[src/rtl/lut_sweep_pkg.sv]
// Shared types and constants for the LUT sweep evaluator.
package lut_sweep_pkg;

  typedef enum logic [1:0] {
    IDLE  = 2'd0,
    SWEEP = 2'd1,
    DONE  = 2'd2
  } sweep_state_t;

  // f = ~b~c | ~a.b | a.c with {a,b,c} = minterm index
  localparam logic [7:0] TT_DEFAULT_3 = 8'hBD;

endpackage

[src/rtl/lut_core.sv]
// Truth-table storage with serial shift-in and two independent read ports.
module lut_core
  import lut_sweep_pkg::*;
#(
  parameter int N = 3,
  parameter int DEPTH = 1 << N,
  parameter logic [DEPTH-1:0] INIT_TT = '0
) (
  input  logic         clk,
  input  logic         rst,
  input  logic         shift_en,
  input  logic         shift_bit,
  input  logic [N-1:0] eval_idx,
  output logic         eval_bit,
  input  logic [N-1:0] sweep_idx,
  output logic         sweep_bit
);

  logic [DEPTH-1:0] tt;

  // New bits enter at the top and walk down, so the first bit sent ends up in tt[0]
  always_ff @(posedge clk) begin
    if (rst) begin
      tt <= INIT_TT;
    end else if (shift_en) begin
      tt <= {shift_bit, tt[DEPTH-1:1]};
    end
  end

  assign eval_bit  = tt[eval_idx];
  assign sweep_bit = tt[sweep_idx];

endmodule

[src/rtl/lut_sweep_eval.sv]
// Programmable N-input Boolean function with registered evaluation and a
// sweep engine that streams every minterm result and counts the ones.
module lut_sweep_eval
  import lut_sweep_pkg::*;
#(
  parameter int N = 3,
  parameter logic [(1<<N)-1:0] INIT_TT = TT_DEFAULT_3
) (
  input  logic         clk,
  input  logic         rst,
  input  logic [N-1:0] in_vec,
  output logic         f,
  input  logic         load_en,
  input  logic         load_bit,
  input  logic         start,
  output logic         busy,
  output logic         sweep_valid,
  output logic [N-1:0] sweep_idx,
  output logic         sweep_f,
  output logic         done,
  output logic [N:0]   ones_cnt
);

  localparam int DEPTH = 1 << N;

  sweep_state_t state;
  sweep_state_t state_next;

  logic [N-1:0] idx;
  logic         eval_bit;
  logic         sweep_bit;
  logic         can_accept;
  logic         load_ok;
  logic         start_ok;
  logic         last_idx;

  // The table may only change while no sweep is reading it; load beats start
  assign can_accept = (state == IDLE) || (state == DONE);
  assign load_ok    = load_en && can_accept;
  assign start_ok   = start && !load_en && can_accept;
  assign last_idx   = (idx == N'(DEPTH - 1));

  lut_core #(
    .N       (N),
    .DEPTH   (DEPTH),
    .INIT_TT (INIT_TT)
  ) u_core (
    .clk       (clk),
    .rst       (rst),
    .shift_en  (load_ok),
    .shift_bit (load_bit),
    .eval_idx  (in_vec),
    .eval_bit  (eval_bit),
    .sweep_idx (idx),
    .sweep_bit (sweep_bit)
  );

  // Evaluation path runs every cycle regardless of sweep activity
  always_ff @(posedge clk) begin
    if (rst) begin
      f <= 1'b0;
    end else begin
      f <= eval_bit;
    end
  end

  // FSM state register
  always_ff @(posedge clk) begin
    if (rst) begin
      state <= IDLE;
    end else begin
      state <= state_next;
    end
  end

  // FSM next-state: DONE behaves like IDLE for a new start, otherwise falls back to IDLE
  always_comb begin
    state_next = state;
    case (state)
      IDLE:    if (start_ok) state_next = SWEEP;
      SWEEP:   if (last_idx) state_next = DONE;
      DONE:    state_next = start_ok ? SWEEP : IDLE;
      default: state_next = IDLE;
    endcase
  end

  // FSM outputs are decoded straight from state so they line up with the sweep index
  always_comb begin
    busy        = 1'b0;
    sweep_valid = 1'b0;
    done        = 1'b0;
    sweep_idx   = idx;
    sweep_f     = sweep_bit;
    case (state)
      SWEEP: begin
        busy        = 1'b1;
        sweep_valid = 1'b1;
      end
      DONE:    done = 1'b1;
      default: ;
    endcase
  end

  // Minterm counter and ones accumulator; the count holds until the next accepted start
  always_ff @(posedge clk) begin
    if (rst) begin
      idx      <= '0;
      ones_cnt <= '0;
    end else if (start_ok) begin
      idx      <= '0;
      ones_cnt <= '0;
    end else if (state == SWEEP) begin
      idx      <= idx + N'(1);
      ones_cnt <= ones_cnt + (N+1)'(sweep_bit);
    end
  end

endmodule

[config.mk]
export PLATFORM = sky130hd
export DESIGN_NAME = lut_sweep_eval
export DESIGN_NICKNAME = d
export VERILOG_FILES = /design/src/rtl/lut_sweep_pkg.sv /design/src/rtl/lut_core.sv /design/src/rtl/lut_sweep_eval.sv
export SDC_FILE = /design/constraint.sdc
export NUM_CORES = 1
export LEC_CHECK = 0
export BUFFER_PORTS_ARGS = -buffer_cell sky130_fd_sc_hd__clkbuf_2
export CORE_MARGIN = 5
export CORE_UTILIZATION = 46
export CTS_CLUSTER_SIZE = 14
export DETAILED_ROUTE_END_ITERATION = 8
export PLACE_DENSITY = 0.73
export SETUP_SLACK_MARGIN = 0.3
export SYNTH_ARGS = -nofsm -noshare
export SYNTH_HDL_FRONTEND = slang
export SYNTH_HIERARCHICAL = 1
export SYNTH_SLANG_ARGS = --single-unit
[constraint.sdc]
create_clock -name clk -period 2.15 [get_ports clk]
set_clock_uncertainty 0.1 [all_clocks]
set_input_delay 0.215 -clock clk [delete_from_list [all_inputs] [get_ports clk]]
set_output_delay 0.215 -clock clk [all_outputs]
set_load 0.02 [all_outputs]
==> results of run 1 <==
-- cells by family (layout without fill, tap and decap cells) --
group,Yosys count,count (layout)
fa+ha+maj,4,4
simple gates,27,27
xor+xnor,2,2
flops,18,18
compound gates,14,14
buf+inv,7,28
mux,8,8
-- worst max path at each step --
stage,startpoint,end,cells after the start
5_1_grt,sweep_idx[0]$_SDFFE_PP0N_,ones_cnt[2]$_SDFFE_PP0N_,7
3_3_place_gp,sweep_idx[0]$_SDFFE_PP0N_,ones_cnt[2]$_SDFFE_PP0N_,7
3_5_place_dp,sweep_idx[0]$_SDFFE_PP0N_,ones_cnt[2]$_SDFFE_PP0N_,7
2_1_floorplan,sweep_idx[0]$_SDFFE_PP0N_,ones_cnt[2]$_SDFFE_PP0N_,7
4_1_cts,sweep_idx[0]$_SDFFE_PP0N_,sweep_f,3
6_report,sweep_idx[0]$_SDFFE_PP0N_,ones_cnt[2]$_SDFFE_PP0N_,7
-- registers in the layout, summed over array words and instances, names as in the netlist --
name and count:
state 2, u_core/tt 8, sweep_idx 3, f 1, ones_cnt 4
-- cells in the final DEF, fill, tap and decap left out --
| master | instances |
|---|---|
| clkbuf_2 | 18 |
| dfxtp_1 | 17 |
| nand2_1 | 8 |
| nor2b_1 | 7 |
| a211o_1 | 6 |
| nor2_1 | 5 |
| a21oi_1 | 3 |
| clkbuf_4 | 3 |
| and2b_2 | 2 |
| inv_1 | 2 |
| a21oi_2 | 2 |
| ha_1 | 2 |
| ha_4 | 2 |
| buf_4 | 2 |
| mux4_1 | 2 |
| mux4_2 | 2 |
| mux2i_1 | 2 |
| nand2b_1 | 1 |
| inv_2 | 1 |
| o32a_2 | 1 |
| o31ai_1 | 1 |
| nand3b_1 | 1 |
| xor2_1 | 1 |
| and3_1 | 1 |
| nand3_1 | 1 |
| o21ai_1 | 1 |
| or3_1 | 1 |
| xnor2_1 | 1 |
| clkbuf_1 | 1 |
| clkbuf_8 | 1 |
| dfxtp_4 | 1 |
| mux2_2 | 1 |
| mux2_4 | 1 |
-- per-layer routing --
| layer | part of all wire (%) | vias up | GRT usage, % |
|---|---|---|---|
| met5 | 0 | - | 0 |
| met4 | 0.71 | 0 | 2.55 |
| met3 | 7.0 | 2 | 5.35 |
| met2 | 50 | 17 | 24.4 |
| met1 | 42 | 285 | 15.8 |
| li1 | - | 334 | - |
-- power breakdown --
group / internal, W / switching (W) / total [W]
logic: 0.0000679 / 0.0000621 / 0.000130
registers: 0.000353 / 0.0000195 / 0.000373
clock network: 0.0000721 / 0.0000984 / 0.000171
total: 0.000494 / 0.000180 / 0.000674
-- cell type report --
cell class,count,area share [%]
multi-input combinational,55,46.9
sequential,18,35.1
timing repair buffer,21,11.4
tap,25,3.01
clock buffer,4,2.53
inverter,3,1.08
-- through the flow --
stage | total power, W | cells
3_3_place_gp | 0.000498 | 121
4_1_cts | 0.000681 | 126
6_report | 0.000674 | 126
5_1_grt | 0.000714 | 126
2_1_floorplan | 0.000469 | 80
3_5_place_dp | 0.000503 | 121
-- repair_timing --
action                     4_1_cts  5_1_grt
cloned                           0        0
setup endpoints to repair        3        7
resized for setup                2        3
buffers inserted                 1        0
pin swaps                        2        0
==> out/qor.csv, run 1 <==
stage,metric,value,unit
place,Port-buffer cells,19,
setup_path,FF-to-FF End,ones_cnt[2]$_SDFFE_PP0N_,
clock_tree,later-pin clock latency in the skew report,0.29,ns
power_and_ir_drop,Lkg Pwr,0.444,nW
synthesis,average footprint of a synthesized cell,10.7,um2
synthesis,most frequent cell after synthesis,dfxtp_1,
finish,ant diodes,0,
hold_path,Hold Crit Class,in -> reg,
clock_tree,Root Driver,clkbuf_4,
grt,GRT Total Usage,13.8,%
sta,"Slew Viols, Final",0,
synthesis,Adder-Cell Fraction of Synth Area,5.86,%
sta,fin crit share,89.6,%
clock_tree,CTS H-tree depth,1,
clock_tree,clock buffer depth,2,
power_and_ir_drop,PwrDens,649,nW/um2
synthesis,mux share of post-synthesis cell area,17.3,%
finish,flip-flop and latch area,364,um2
route,wire per inst,13.4,um
place,Post-DP Area,992,um2
floorplan,area of the core,1750,um2
floorplan,Initial Util,49.0,%
clock_tree,clock sink total,18,
setup_path,RR Startpoint,sweep_idx[0]$_SDFFE_PP0N_,
synthesis,biggest area consumer among synthesized cells,dfxtp_1,
grt,vias in the first global route,603,
synthesis,post-synthesis sequential area ratio,42.2,%
route,DRC,0,
route,Pre-Repair DR Iteration Count,4,
clock_tree,Worst-path clk slew,0.10,ns
synthesis,number of synthesized flops with an enable pin,0,
synthesis,dominant synthesized flop cell,dfxtp_1,
synthesis,Synth Area in Simple Gates,16.5,%
finish,Area Growth Syn to Fin,21.5,%
clock_tree,cts bufs inserted,3,
grt,maximum number of pins on one net before global-route repair,15,
setup_path,CP Max Fanout,3,
finish,post-route cell area,1040,um2
sta,FMAX,519,MHz
sta,minimum clock period after layout,1.93,ns
clock_tree,CTS tree,built,
sta,WHS,0.0244,ns
setup_path,"delay-heaviest family, CP",multiplexers,
hold_path,worst hold path startpoint,load_bit,
grt,total grt overflow,0,
setup_path,Slowest Stage Delay on Critical Path,0.48,ns
synthesis,main combinational cell family by area after synthesis,multiplexers,
sta,Post-Route Setup TNS,0,ns
finish,layout cells sized above 1,36.6,%
sta,final setup vio count,0,
sta,worst setup margin,0.224,ns
sta,worst slew pin tran,0.310,ns
synthesis,Synth Area in Compound Gates,12.3,%
synthesis,Synth top area share,42.2,%
synthesis,synth cell count leaders,"18 x dfxtp_1, 8 x nand2_1, 7 x nor2b_1",
floorplan,Die Y-Extent,53.1,um
synthesis,top post-synthesis cells by area,"dfxtp_1 42%, mux4_1 12%, a211o_1 6.1%, ha_1 5.9%, nor2b_1 5.1%",
setup_path,crit path kind,reg -> reg,
synthesis,post-synthesis register bit count,18,
synthesis,Synth cell types,28,
synthesis,Synth Warn #,6,
hold_path,endpoint of the worst hold path,u_core/tt[7]$_SDFFE_PP1P_,
synthesis,Post-Syn Area,855,um2
grt,antenna violations before repair,0,
setup_path,Worst setup EP type,flop,
power_and_ir_drop,worst vdd ir,0.000451,V
run_status,outcome,finished clean,
place,Routability Congestion,0.762,
synthesis,XOR/XNOR Fraction of Synth Area,2.05,%
synthesis,Mapped Cells,80,
finish,Filler cells,160,
floorplan,die span in x,53.1,um
setup_path,CP most frequent cell,ha_4,
place,pre-CTS setup slack,0.195,ns
floorplan,die area,2820,um2
route,DR vias,638,
run,max cap viols,0,
setup_path,R2R cell count,7,
sta,final hold vios,0,
synthesis,ys async rst share,0,%
setup_path,CP Buf/Inv Count,0,
setup_path,Worst EP required,2.24,ns
floorplan,I/O Pins,20,
route,Post-DRT Antenna Nets,0,
setup_path,crit path DAT,2.02,ns
route,Detailed Route WL,1680,um
floorplan,Rows,15,
finish,multi-input logic area,487,um2
route,DRT iter0 DRCs,5,
setup_path,CP max-delay cell,mux4_2,
setup_path,reg2reg setup slack,0.22,ns
clock_tree,hold buffers post-CTS,0,
synthesis,Synth Net Count,92,
sta,Worst slew margin,79.3,%
finish,Final Core Density,59.5,%
place,DP Wirelength,1260,um
setup_path,crit start category,flop,
sta,RSZ-0062 raised after global routing,true,
finish,Final nets,114,
route,vias per cell,5.06,
hold_path,hold path depth,2,
setup_path,worst-path cell chain,mux4_2 -> mux2_4 -> ha_4 -> ha_4 -> nand3b_1 -> xor2_1 -> nor2_1,
grt,first-pass GRT wire length,2750,um
(Power assumes the default switching activity.)
==> run 2: changes to the inputs <==
==> constraint.sdc (replaced) <==
create_clock -name clk -period 2.15 [get_ports clk]
set_clock_uncertainty 0.1 [all_clocks]
set_input_delay 0.43 -clock clk [delete_from_list [all_inputs] [get_ports clk]]
set_output_delay 0.43 -clock clk [all_outputs]
set_load 0.02 [all_outputs]
==> run 2 against run 1 <==
  * Combinational power grew 15%
  * Flip-flop and latch count is the same
  * Sequential share of layout area shrank 1.9 points
  * Cell count grew 2.4%
  * Largest cell class unchanged
  * Clock-buffer cell count is the same
  * Global-route usage grew 1.1 points
  * Critical path type is now reg -> out
==> out/qor.csv, run 2 (synthesis gave the netlist of run 1 again) <==
stage,metric,value,unit,change
run_status,outcome,finished clean,,unchanged
clock_tree,Worst-path clk slew,0.10,ns,about the same
sta,Worst slew margin,21.9,%,was 79.3%
clock_tree,Root Driver,clkbuf_4,,unchanged
setup_path,reg2reg setup slack,0.01,ns,was 0.22 ns
setup_path,Worst setup EP type,output port,,was flop
clock_tree,later-pin clock latency in the skew report,0.29,ns,about the same
finish,register with the most flip-flops,u_core/tt,,unchanged
setup_path,CP Launch Point,sweep_idx[0]$_SDFFE_PP0N_,,unchanged
setup_path,RR Startpoint,sweep_idx[0]$_SDFFE_PP0N_,,unchanged
setup_path,crit start category,flop,,unchanged
sta,final hold vios,0,,unchanged
place,Post-DP Area,992,um2,unchanged
clock_tree,cts bufs inserted,3,,unchanged
floorplan,I/O Pins,20,,unchanged
finish,Area Growth Syn to Fin,28.6,%,was 21.5%
sta,"Slew Viols, Final",0,,unchanged
floorplan,Initial Util,49.0,%,unchanged
setup_path,FF-to-FF End,ones_cnt[2]$_SDFFE_PP0N_,,unchanged
sta,final setup vio count,0,,unchanged
setup_path,crit path kind,reg -> out,,was reg -> reg
finish,Largest register FFs,8,,unchanged
route,Detailed Route WL,1840,um,was 1680 um
floorplan,die area,2820,um2,unchanged
clock_tree,CTS H-tree depth,1,,unchanged
finish,Filler cells,151,,was 160
clock_tree,clock sink total,18,,unchanged
grt,maximum number of pins on one net before global-route repair,15,,unchanged
route,wire per inst,14.2,um,was 13.4 um
finish,layout cells sized above 1,44.2,%,was 36.6%
finish,post-route cell area,1100,um2,was 1040 um2
finish,Final nets,117,,was 114
clock_tree,hold buffers post-CTS,0,,unchanged
floorplan,Die Y-Extent,53.1,um,unchanged
place,Port-buffer cells,19,,unchanged
finish,ant diodes,0,,unchanged
finish,Final Core Density,62.9,%,was 59.5%
finish,most frequent cells in the layout,"18 x clkbuf_2, 17 x dfxtp_1, 7 x nor2b_1, 6 x nand2_1, 6 x a211o_1",,"was 18 x clkbuf_2, 17 x dfxtp_1, 8 x nand2_1, 7 x nor2b_1, 6 x a211o_1"
route,vias per cell,5.17,,was 5.06
setup_path,Worst EP required,1.62,ns,was 2.24 ns
grt,antenna violations before repair,0,,unchanged
grt,first-pass GRT wire length,2950,um,was 2750 um
floorplan,Rows,15,,unchanged
place,DP Wirelength,1180,um,was 1260 um
floorplan,die span in x,53.1,um,unchanged
power_and_ir_drop,Lkg Pwr,0.465,nW,was 0.444 nW
route,DR vias,667,,was 638
setup_path,CP Max Fanout,3,,unchanged
place,Routability Congestion,0.753,,was 0.762
sta,FMAX,467,MHz,was 519 MHz
grt,GRT Total Usage,14.9,%,was 13.8%
route,Pre-Repair DR Iteration Count,4,,unchanged
grt,vias in the first global route,658,,was 603
route,Post-DRT Antenna Nets,0,,unchanged
hold_path,Hold Crit Class,in -> reg,,unchanged
sta,RSZ-0062 raised after global routing,true,,unchanged
power_and_ir_drop,worst vdd ir,0.000543,V,was 0.000451 V
setup_path,R2R cell count,8,,was 7
finish,"commonest non-fill, non-tap cell in the layout",clkbuf_2,,unchanged
run,max cap viols,0,,unchanged
clock_tree,CTS tree,built,,unchanged
setup_path,Worst Setup EP,sweep_f,,was ones_cnt[2]$_SDFFE_PP0N_
grt,total grt overflow,0,,unchanged
power_and_ir_drop,PwrDens,662,nW/um2,was 649 nW/um2
route,DRC,0,,unchanged
sta,worst slew pin tran,1.16,ns,was 0.310 ns
clock_tree,clock buffer depth,2,,unchanged
floorplan,area of the core,1750,um2,unchanged
route,DRT iter0 DRCs,16,,was 5
sta,minimum clock period after layout,2.14,ns,was 1.93 ns
sta,fin crit share,99.5,%,was 89.6%
setup_path,crit path DAT,1.61,ns,was 2.02 ns
## run 2: layer usage
layer	GRT usage, %	vias up	wire length, um
li1	-	334	-
met1	16.8	320	799
met2	25.4	11	932
met3	4.51	2	90
met4	7.23	0	14
met5	0	-	0
## run 2: layout make-up
type                       count  area (um2)  share of cell area [%]
timing repair buffer          24         146                    13.3
tap                           25        31.3                    2.85
sequential                    18         364                    33.1
clock buffer                   4        36.3                    3.30
multi-input combinational     55         505                    46.0
inverter                       3        15.0                    1.37
## run 2: critical path, stage by stage, from the launching register on
cell     delay, ns
dfxtp_4       0.38
mux4_2        0.51
mux2_4        0.30
buf_8         0.14
## run 2: what timing repair did
action                                  in CTS  in global routing
endpoints found under the setup margin       4                  7
gates resized for setup                      5                  6
setup buffers                                2                  2
pin swaps                                    3                  5
## run 2: worst min path at each step
stage                     slack [ns]                      start  depth (start not counted)                         to
after floorplan                 0.36  u_core/tt[4]$_SDFFE_PP1P_                          1  u_core/tt[3]$_SDFFE_PP1P_
after CTS                       0.23                   load_bit                          2  u_core/tt[7]$_SDFFE_PP1P_
after global routing            0.23                   load_bit                          2  u_core/tt[7]$_SDFFE_PP1P_
final                           0.23                   load_bit                          2  u_core/tt[7]$_SDFFE_PP1P_
after global placement          0.39   ones_cnt[3]$_SDFFE_PP0N_                          2   ones_cnt[3]$_SDFFE_PP0N_
after detailed placement        0.39  u_core/tt[3]$_SDFFE_PP1P_                          1  u_core/tt[2]$_SDFFE_PP1P_
## run 2: through the flow
step                      hold WS, ns  instances  setup WS [ns]  TNS, ns  power, W
after floorplan                 0.362         80          0.109        0  0.000469
after global placement          0.386        121          0.178        0  0.000499
after detailed placement        0.390        121          0.130        0  0.000501
after CTS                       0.229        127        0.00925        0  0.000717
after global routing            0.226        129        -0.0460  -0.0816  0.000764
final                           0.234        129         0.0108        0  0.000727
## run 2: where the power goes
group	leakage, nW	internal (W)	switching [W]
clock network	0.0210	0.000103	0.000102
logic	0.295	0.0000793	0.0000704
registers	0.149	0.000354	0.0000181
total	0.465	0.000536	0.000191
==> run 3: changes to the inputs <==
--- a/config.mk
+++ b/config.mk
@@ -8,10 +8,11 @@
 export BUFFER_PORTS_ARGS = -buffer_cell sky130_fd_sc_hd__clkbuf_2
 export CORE_MARGIN = 5
 export CORE_UTILIZATION = 46
+export CTS_CLUSTER_DIAMETER = 80
 export CTS_CLUSTER_SIZE = 14
 export DETAILED_ROUTE_END_ITERATION = 8
 export PLACE_DENSITY = 0.73
-export SETUP_SLACK_MARGIN = 0.3
+export SETUP_SLACK_MARGIN = 0.4
 export SYNTH_ARGS = -nofsm -noshare
 export SYNTH_HDL_FRONTEND = slang
 export SYNTH_HIERARCHICAL = 1
==> run 3 against run 2 <==
  * Non-clock buffer count fell by 2
  * Total power fell by 6.0%
  * Hold slack better by 0.0064 ns
  * Cell count shrank 1.6%
  * Die area did not move
  * Design area down 3.1%
==> out/qor.csv, run 3 (synthesis gave the netlist of run 1 again) <==
stage,metric,value,unit,change
run_status,outcome,finished clean,,unchanged
place,Port-buffer cells,19,,unchanged
clock_tree,Root Driver,clkbuf_4,,unchanged
power_and_ir_drop,total power,0.000683,W,was 0.000727 W
setup_path,Worst setup EP type,output port,,unchanged
floorplan,Die Y-Extent,53.1,um,unchanged
sta,minimum clock period after layout,2.12,ns,was 2.14 ns
route,vias per cell,5.19,,was 5.17
setup_path,FF-to-FF End,ones_cnt[2]$_SDFFE_PP0N_,,unchanged
setup_path,RR Startpoint,sweep_idx[0]$_SDFFE_PP0N_,,unchanged
finish,Area Growth Syn to Fin,24.6,%,was 28.6%
power_and_ir_drop,Lkg Pwr,0.455,nW,was 0.465 nW
sta,Worst slew margin,37.1,%,was 21.9%
setup_path,reg2reg setup slack,0.03,ns,was 0.01 ns
power_and_ir_drop,PwrDens,641,nW/um2,was 662 nW/um2
sta,RSZ-0062 raised after global routing,true,,unchanged
finish,Final nets,115,,was 117
setup_path,crit start category,flop,,unchanged
route,Pre-Repair DR Iteration Count,4,,unchanged
setup_path,CP Max Fanout,3,,unchanged
floorplan,die area,2820,um2,unchanged
clock_tree,later-pin clock latency in the skew report,0.29,ns,about the same
grt,maximum number of pins on one net before global-route repair,15,,unchanged
grt,total grt overflow,0,,unchanged
sta,"Slew Viols, Final",0,,unchanged
grt,vias in the first global route,652,,was 658
hold_path,worst hold path startpoint,load_bit,,unchanged
run,max cap viols,0,,unchanged
finish,"commonest non-fill, non-tap cell in the layout",clkbuf_2,,unchanged
finish,layout cells sized above 1,41.2,%,was 44.2%
floorplan,Initial Util,49.0,%,unchanged
clock_tree,clock buffer depth,2,,unchanged
hold_path,hold path depth,2,,unchanged
place,pre-CTS setup slack,0.147,ns,was 0.130 ns
place,Routability Congestion,0.768,,was 0.753
sta,final setup vio count,0,,unchanged
clock_tree,Worst-path clk slew,0.09,ns,was 0.10 ns
hold_path,Hold Crit Class,in -> reg,,unchanged
finish,register with the most flip-flops,u_core/tt,,unchanged
sta,fin crit share,98.8,%,was 99.5%
finish,most frequent cells in the layout,"18 x clkbuf_2, 16 x dfxtp_1, 7 x nor2b_1, 6 x nand2_1, 6 x a211o_1",,"was 18 x clkbuf_2, 17 x dfxtp_1, 7 x nor2b_1, 6 x nand2_1, 6 x a211o_1"
setup_path,Worst EP required,1.62,ns,about the same
grt,antenna violations before repair,0,,unchanged
clock_tree,CTS H-tree depth,1,,unchanged
floorplan,Rows,15,,unchanged
setup_path,crit path DAT,1.59,ns,was 1.61 ns
place,DP Wirelength,1350,um,was 1180 um
route,wire per inst,13.6,um,was 14.2 um
grt,GRT Total Usage,15.0,%,was 14.9%
sta,FMAX,471,MHz,was 467 MHz
finish,Largest register FFs,8,,unchanged
route,Post-DRT Antenna Nets,0,,unchanged
floorplan,die span in x,53.1,um,unchanged
power_and_ir_drop,worst vdd ir,0.000531,V,was 0.000543 V
route,DR vias,659,,was 667
route,DRC,0,,unchanged
finish,ant diodes,0,,unchanged
clock_tree,hold buffers post-CTS,0,,unchanged
floorplan,area of the core,1750,um2,unchanged
grt,first-pass GRT wire length,2920,um,was 2950 um
setup_path,R2R cell count,8,,unchanged
finish,Filler cells,155,,was 151
sta,final hold vios,0,,unchanged
clock_tree,CTS tree,built,,unchanged
route,DRT iter0 DRCs,20,,was 16
sta,worst setup margin,0.0266,ns,was 0.0108 ns
hold_path,endpoint of the worst hold path,u_core/tt[7]$_SDFFE_PP1P_,,unchanged
route,Detailed Route WL,1730,um,was 1840 um
clock_tree,clock sink total,18,,unchanged
floorplan,I/O Pins,20,,unchanged
clock_tree,cts bufs inserted,3,,unchanged
sta,worst slew pin tran,0.935,ns,was 1.16 ns
setup_path,crit path kind,reg -> out,,unchanged
## run 3: cell count changes in the layout (fill, tap and decap cells not counted), sizes merged
| cell | before | now |
|---|---|---|
| clkinvlp | 1 | 0 |
| inv | 2 | 3 |
| buf | 6 | 3 |
| clkbuf | 22 | 23 |
## run 3: final cells by class
type | instances | area (um2) | share of cell area [%]
multi-input combinational | 55 | 498 | 46.8
sequential | 18 | 365 | 34.3
clock buffer | 4 | 26.3 | 2.47
timing repair buffer | 22 | 130 | 12.2
tap | 25 | 31.3 | 2.94
inverter | 3 | 13.8 | 1.29
## run 3: power by group
group	leakage [nW]	internal (W)	switching [W]
Combinational	0.291	0.0000752	0.0000645
Clock	0.0150	0.0000722	0.0000974
Sequential	0.149	0.000354	0.0000198
## run 3: layer usage
metal	GRT usage [%]	up-vias	wire, um
met5	0	-	0
met4	6.38	0	17
met3	6.20	2	92
met2	25.6	16	894
met1	16.1	312	721
li1	-	329	-
## run 3: worst max path at each step
stage	startpoint	endpoint	slack [ns]	depth (start not counted)
floorplan	sweep_idx[0]$_SDFFE_PP0N_	ones_cnt[2]$_SDFFE_PP0N_	0.11	7
global placement	sweep_idx[0]$_SDFFE_PP0N_	ones_cnt[2]$_SDFFE_PP0N_	0.18	7
detailed placement	sweep_idx[0]$_SDFFE_PP0N_	ones_cnt[2]$_SDFFE_PP0N_	0.15	7
CTS	sweep_idx[0]$_SDFFE_PP0N_	sweep_f	0.01	3
global route	sweep_idx[0]$_SDFFE_PP0N_	ones_cnt[2]$_SDFFE_PP0N_	-0.05	8
finish	sweep_idx[0]$_SDFFE_PP0N_	sweep_f	0.03	3
## run 3: timing repair
action	in CTS	in global routing
hold endpoints to repair	0	0
resized for setup	5	6
setup endpoints to repair	7	7
buffers inserted	2	0
pin swaps	1	2
## run 3: worst max-delay path, cell delays in order (launching register included)
cell and delay (ns):
dfxtp_4 0.37, mux4_2 0.48, mux2_4 0.29, clkbuf_8 0.15
## run 3: metrics by stage
stage | hold slack, ns | area, um2 | setup TNS [ns] | util, % | std cells
6_report | 0.240 | 1060 | 0 | 61.0 | 127
5_1_grt | 0.225 | 1060 | -0.0998 | 61.0 | 127
3_5_place_dp | 0.398 | 992 | 0 | 56.8 | 121
3_3_place_gp | 0.382 | 992 | 0 | 56.8 | 121
2_1_floorplan | 0.362 | 880 | 0 | - | 80
4_1_cts | 0.234 | 1050 | 0 | 60.4 | 127
